[src/rtl/darkbus_arbiter.sv]
// Two-provider round-robin arbiter in front of one darkbus consumer.
// Optional transaction timeout is built when DARKBUS_ARB_TIMEOUT_EN is defined.
module darkbus_arbiter #(
    parameter int unsigned TIMEOUT = 255
) (
    input  logic        CLK,
    input  logic        RES,
    input  logic        m0_en,
    input  logic        m0_rw,
    input  logic [3:0]  m0_be,
    input  logic [31:0] m0_addr,
    input  logic [31:0] m0_wdata,
    output logic [31:0] m0_rdata,
    output logic        m0_valid,
    input  logic        m1_en,
    input  logic        m1_rw,
    input  logic [3:0]  m1_be,
    input  logic [31:0] m1_addr,
    input  logic [31:0] m1_wdata,
    output logic [31:0] m1_rdata,
    output logic        m1_valid,
    output logic        s_en,
    output logic        s_rw,
    output logic [3:0]  s_be,
    output logic [31:0] s_addr,
    output logic [31:0] s_wdata,
    input  logic [31:0] s_rdata,
    input  logic        s_valid,
    output logic [1:0]  gnt,
    output logic        err
);

    typedef enum logic {IDLE, BUSY} state_e;

    state_e      state_q, state_d;
    logic [1:0]  gnt_q, gnt_d;
    logic        last_q, last_d;
    logic        busy, sel1, done, tmo_hit, other_en;
    logic [31:0] rdata;

    assign busy     = (state_q == BUSY);
    assign sel1     = gnt_q[1];
    assign done     = busy && (s_valid || tmo_hit);
    assign other_en = sel1 ? m0_en : m1_en;

    always_comb begin
        s_en    = 1'b0;
        s_rw    = 1'b0;
        s_be    = '0;
        s_addr  = '0;
        s_wdata = '0;
        if (busy) begin
            s_en    = 1'b1;
            s_rw    = sel1 ? m1_rw    : m0_rw;
            s_be    = sel1 ? m1_be    : m0_be;
            s_addr  = sel1 ? m1_addr  : m0_addr;
            s_wdata = sel1 ? m1_wdata : m0_wdata;
        end
    end

    assign rdata    = !busy ? '0 : (tmo_hit ? 32'hDEAD_BEEF : s_rdata);
    assign m0_rdata = rdata;
    assign m1_rdata = rdata;
    assign m0_valid = done && gnt_q[0];
    assign m1_valid = done && gnt_q[1];
    assign gnt      = gnt_q;

    // The completing provider's en is ignored; only the other one can take over.
    always_comb begin
        state_d = state_q;
        gnt_d   = gnt_q;
        last_d  = last_q;
        case (state_q)
            IDLE: begin
                if (m0_en && (!m1_en || last_q)) begin
                    state_d = BUSY;
                    gnt_d   = 2'b01;
                end else if (m1_en) begin
                    state_d = BUSY;
                    gnt_d   = 2'b10;
                end
            end
            BUSY: begin
                if (done) begin
                    last_d = sel1;
                    if (other_en) begin
                        gnt_d = ~gnt_q;
                    end else begin
                        state_d = IDLE;
                        gnt_d   = '0;
                    end
                end
            end
            default: begin
                state_d = IDLE;
                gnt_d   = '0;
            end
        endcase
    end

    always_ff @(posedge CLK or posedge RES) begin
        if (RES) begin
            state_q <= IDLE;
            gnt_q   <= '0;
            last_q  <= 1'b1;
        end else begin
            state_q <= state_d;
            gnt_q   <= gnt_d;
            last_q  <= last_d;
        end
    end

`ifdef DARKBUS_ARB_TIMEOUT_EN
    localparam logic [7:0] TMO_LAST = 8'(TIMEOUT - 1);

    logic [7:0] tmo_cnt_q, tmo_cnt_d;
    logic       err_q, err_d;

    // Fires in the TIMEOUT-th BUSY cycle of a grant; a real s_valid wins.
    assign tmo_hit = busy && !s_valid && (tmo_cnt_q == TMO_LAST);

    always_comb begin
        err_d     = err_q | tmo_hit;
        tmo_cnt_d = tmo_cnt_q + 8'd1;
        if (!busy || done) begin
            tmo_cnt_d = '0;
        end
    end

    always_ff @(posedge CLK or posedge RES) begin
        if (RES) begin
            tmo_cnt_q <= '0;
            err_q     <= 1'b0;
        end else begin
            tmo_cnt_q <= tmo_cnt_d;
            err_q     <= err_d;
        end
    end

    assign err = err_q;
`else
    assign tmo_hit = 1'b0;
    assign err     = 1'b0;
`endif

endmodule

[config.mk]
export PLATFORM = sky130hd
export DESIGN_NAME = darkbus_arbiter
export DESIGN_NICKNAME = d
export VERILOG_FILES = /design/src/rtl/darkbus_arbiter.sv
export SDC_FILE = /design/constraint.sdc
export NUM_CORES = 1
export LEC_CHECK = 0
export CORE_AREA = 5 5 118 120
export CTS_BUF_LIST = sky130_fd_sc_hd__clkbuf_2
export DETAILED_ROUTE_END_ITERATION = 12
export DIE_AREA = 0 0 123 125
export HOLD_SLACK_MARGIN = 0.15
export SLEW_MARGIN = 40
export SYNTH_ARGS = -nofsm -noshare
export SYNTH_HDL_FRONTEND = slang
export SYNTH_SLANG_ARGS = --single-unit
[constraint.sdc]
create_clock -name CLK -period 1.4 [get_ports CLK]
set_clock_uncertainty 0.05 [all_clocks]
set_input_delay 0.14 -clock CLK [delete_from_list [all_inputs] [get_ports CLK]]
set_output_delay 0.14 -clock CLK [all_outputs]
set_load 0.03 [all_outputs]
* Yosys cells after proc, flatten, opt, wreduce, memory -nomap -nowiden *
Index checks and enable logic that the tools add are counted.

storage, ports and cells
  register bits after elaboration = 4
  bits in latches = 0
  RAM bits = 0
  bits in read-only memories = 0
  input bits = 175
  output and inout port bits = 139
  word-level logic and storage cells = 36
  memories = 0

cells by class
  add/subtract/negate cells = 0
  multiply operators = 0
  divide/modulo/power cells = 0
  magnitude comparators = 0
  eq/ne operators = 2
  shifts and indexed selects = 0
  muxes and demuxes = 21
  bitwise operators = 2
  reduce and logical (&&, ||, !) cells = 8

operator list
  operator                                                count
  two-way mux 32 bit                                      5
  two-way mux 1 bit                                       8
  two-way mux 2 bit                                       4
  two-way mux 4 bit                                       2
  logical AND 1 bit                                       4
  case mux 2 bit (2 select lines)                         1
  AND reduction 2 bit                                     2
  inequality test 3 bit (second input constant)           1
  inequality test 2 x 1 -> 1 bit (second input constant)  1
  NOT 2 bit                                               1
  case mux 1 bit (2 select lines)                         1
  zero test 1 bit                                         1
  logical OR 1 bit                                        1
  NOT 1 bit                                               1

* Longest topological paths before layout *
  word-level depth = 5
  gate-level depth with buffers = 5
  depth with buffers taken out = 3

* Least setup slack after synthesis *
OpenSTA, ideal clock, no wires.

  path kind = register to output
  start point = register state_q, in the netlist busy
  end point = output port m1_rdata[0]
  arrival time = 1.619 ns
  required time = 1.210 ns
  setup slack = -0.409 ns
  cell stages (with the launch flop) = 6
  buffers on the path = 4
  cells stage by stage = dfrtp_1 -> buf_2 -> buf_4 -> clkbuf_1 -> and2_1 -> buf_4

between the ends
  word-level cells in the longest chain between the ends = 1

ends and longest elaborated chain
  element                 RTL line  RTL
  start, declared         35        state_e state_q, state_d;
  start signal, assigned  107       state_q <= state_d;
  two-way mux 32 bit      61        assign rdata = !busy ? '0 : (tmo_hit ? 32'hDEAD_BEEF : s_rdata);
  end, declared           20        output logic [31:0] m1_rdata,

No other way between the ends.

* Final worst setup path *
  start point = register state_q, in the netlist busy
  end point = output port s_wdata[27]

between the ends
  word-level cells in the longest chain between the ends = 1

ends and longest elaborated chain
  element             RTL line  RTL
  two-way mux 32 bit  52        if (busy) begin
  end, declared       26        output logic [31:0] s_wdata,

No other way between the ends.

==> impl_metrics.env <==
export IMPL_worstSetupStartpoint="busy"
export IMPL_r2r_start="gnt[1]"
export IMPL_violations="negative setup slack"
export IMPL_initial_utilization_pct=14.8
export IMPL_drive_above_1_share_pct=54.4
export IMPL_crit_arrival_ns=1.43
export IMPL_drv_slew=0
export IMPL_finalWorstSetupSlack_ns=-0.215
export IMPL_cts_buffer_depth=2
export IMPL_path_class="reg -> out"
export IMPL_min_from="last_q"
export IMPL_fmax_mhz=619
export IMPL_start_kind="flip-flop"
export IMPL_port_buffers=312
export IMPL_post_dp_cell_area_um2=5020
export IMPL_drt_wl_total_um=12400
export IMPL_syn_to_final_growth_pct=218
export IMPL_fin_area_um2=6050
export IMPL_clk_pin_slew_worst_paths_ns=0.06
export IMPL_powerDensity_nw_per_um2=1600
export IMPL_synthTopCellsByArea="mux2i_1 (37%), nor2b_1 (23%), buf_4 (16%), and2_1 (11%), dfrtp_1 (3.9%)"
export IMPL_die_area_um2=15400
export IMPL_dr_total_vias=2885
export IMPL_hp_class="reg -> reg"
export IMPL_syn_nets=422
export IMPL_min_path_cells=1
export IMPL_synth_distinct_cells=23
export IMPL_hold_viol=0
export IMPL_ant_nets=0
export IMPL_yosys_area_top_type="mux2i_1"
export IMPL_critPathMaxFanout=7
export IMPL_syn_cell_area_um2=1900
export IMPL_synth_edf_count=0
export IMPL_overflow=0
export IMPL_drc=0
export IMPL_required_ns=1.21
export IMPL_rsz0062_at_grt="yes"
export IMPL_synth_top_area_share_pct=36.8
export IMPL_place_hpwl_um=9160
export IMPL_grt_max_degree=22
export IMPL_firstDrtPassIters=3
export IMPL_track_usage_pct=14.4
export IMPL_period_share_pct=115
export IMPL_ys_async_sr_fraction_pct=100
export IMPL_fin_crit_ns=1.62
export IMPL_grt_pass1_wl_um=17500
export IMPL_clock_root_buffer="clkbuf_2"
export IMPL_viasPerCell=4.01
export IMPL_cts_buffers=3
export IMPL_yosysMostFrequentCell="mux2i_1"
export IMPL_yosysWarnings=0
export IMPL_hold_ws_ns=0.461
export IMPL_crit_chain="buf_12, buf_8, buf_16, nor2b_2, buf_4"
export IMPL_htree_levels=1
export IMPL_seq_area_frac_synth_pct=5.33
export IMPL_drv_cap=0
export IMPL_power_leakage_nw=2.75
export IMPL_setup_violations=136
export IMPL_yosys_top_cells_count="mux2i_1 (70), nor2b_1 (69), buf_4 (40)"
export IMPL_dp_slack_ns=-0.000317
export IMPL_outcome="complete, but fails checks"
export IMPL_cp_end_kind="output pin"
export IMPL_ff2ff_path_depth=5
export IMPL_avgSynthCellArea_um2=7.70
export IMPL_core_um2=12900
export IMPL_rows=42
export IMPL_num_io_pins=314
export IMPL_clock_sinks=4
export IMPL_routedWlPerCell_um=17.2
export IMPL_die_y_um=125
export IMPL_min_to="last_q"
export IMPL_fin_total_pwr_mw=9.70
export IMPL_synth_cells=247
export IMPL_fp_dieW_um=123
export IMPL_nets=718
export IMPL_fin_util_pct=47.0
export IMPL_synthFlopType="dfrtp_1"
export IMPL_ys_seq_elements=4
export IMPL_rr_endpoint="gnt[0]"
export IMPL_place_congestion=0.721
export IMPL_grt_pass1_vias=3153
export IMPL_insertion_delay_ns=0.22
export IMPL_drtIter0Drc=23
export IMPL_crit_slowest_cell="dfrtp_2"
export IMPL_crit_path_max_incr_delay_ns=0.46
export IMPL_cts_tree="yes"
export IMPL_irDropWorstVdd_mv=0.844
export IMPL_antenna_found_initial=1
export IMPL_r2r_slack_ns=-0.11
==> worst max-delay path, delay by kind of cell (launching register included) <==
family                 cells  cell delay, ns
buffers and inverters      4            0.59
DFF                        1            0.46
and+or+nand+nor            1            0.14
==> flip-flops by register name, summed over array words and instances (netlist names) <==
| signal | cells |
|---|---|
| busy | 1 |
| last_q | 1 |
| gnt | 2 |
==> kinds of logic (layout without fill, tap and decap cells) <==
| group | after synthesis | after routing | synth area share [%] |
|---|---|---|---|
| simple gates | 110 | 110 | 35.5 |
| buf+inv | 56 | 351 | 19.9 |
| flops | 4 | 4 | 5.33 |
| compound gates | 6 | 6 | 2.30 |
| mux | 70 | 70 | 36.8 |
| other cells | 1 | 2 | 0.197 |
==> power breakdown <==
part	leakage, nW	internal [mW]	switching, mW
combinational	2.69	4.72	4.56
clock	0.0166	0.0755	0.0602
sequential	0.0435	0.189	0.0919
==> per-stage QoR <==
stage	TNS (ns)	std cells
floorplan	-1.75	247
global placement	-0.00272	689
detailed placement	-0.000317	689
CTS	-17.89	715
global route	-24.64	719
finish	-16.14	719
==> cell usage in the layout, fill, tap and decap left out, drive strengths merged <==
cell and count:
dfstp 1, or3 1, diode 1, nor2 2, conb 1, dlygate4sd2 1, a211o 1, nor2b 69
o211ai 1, clkdlybuf4s50 174, nand2b 1, nor3 1, inv 3, mux2i 70, nand2 3, and3 1
a311oi 1, a21o 1, dlygate4sd3 1, a31oi 1, dfrtp 3, clkbuf 5, and2 32, a21oi 1
buf 167
==> cell type report <==
| cell class | instances | area, µm² |
|---|---|---|
| Sequential cell | 4 | 106 |
| Tap cell | 176 | 220 |
| Clock buffer | 4 | 20.0 |
| Antenna cell | 1 | 2.50 |
| Timing Repair Buffer | 344 | 3920 |
| Inverter | 3 | 11.3 |
| Fill cell | 1206 | 6830 |
| Multi-Input combinational cell | 187 | 1760 |
==> routing by layer <==
metal  up-vias  part of all wire [%]  track usage [%]
met4         0                  0.87             1.69
met2       179                    56             29.5
met5         -                     0                0
li1       1376                     -                -
met3         8                    12             4.65
met1      1322                    32             14.0
==> what timing repair did <==
action	in CTS	in global routing
buffers inserted	9	5
endpoints found under the hold margin	3	0
pin swaps	2	4
resized for setup	127	52
cloned	12	1
setup endpoints to repair	134	137
hold buffers	1	0
==> how the worst max path moves through the flow <==
stage	end	slack, ns	cells past startpoint
finish	s_wdata[27]	-0.22	5
floorplan	s_addr[25]	-0.04	4
global route	s_be[3]	-0.30	4
CTS	s_addr[3]	-0.22	4
global placement	s_addr[23]	-0.003	4
detailed placement	s_addr[3]	-0.0003	4
Note: power is estimated with default switching activity, not from simulation.
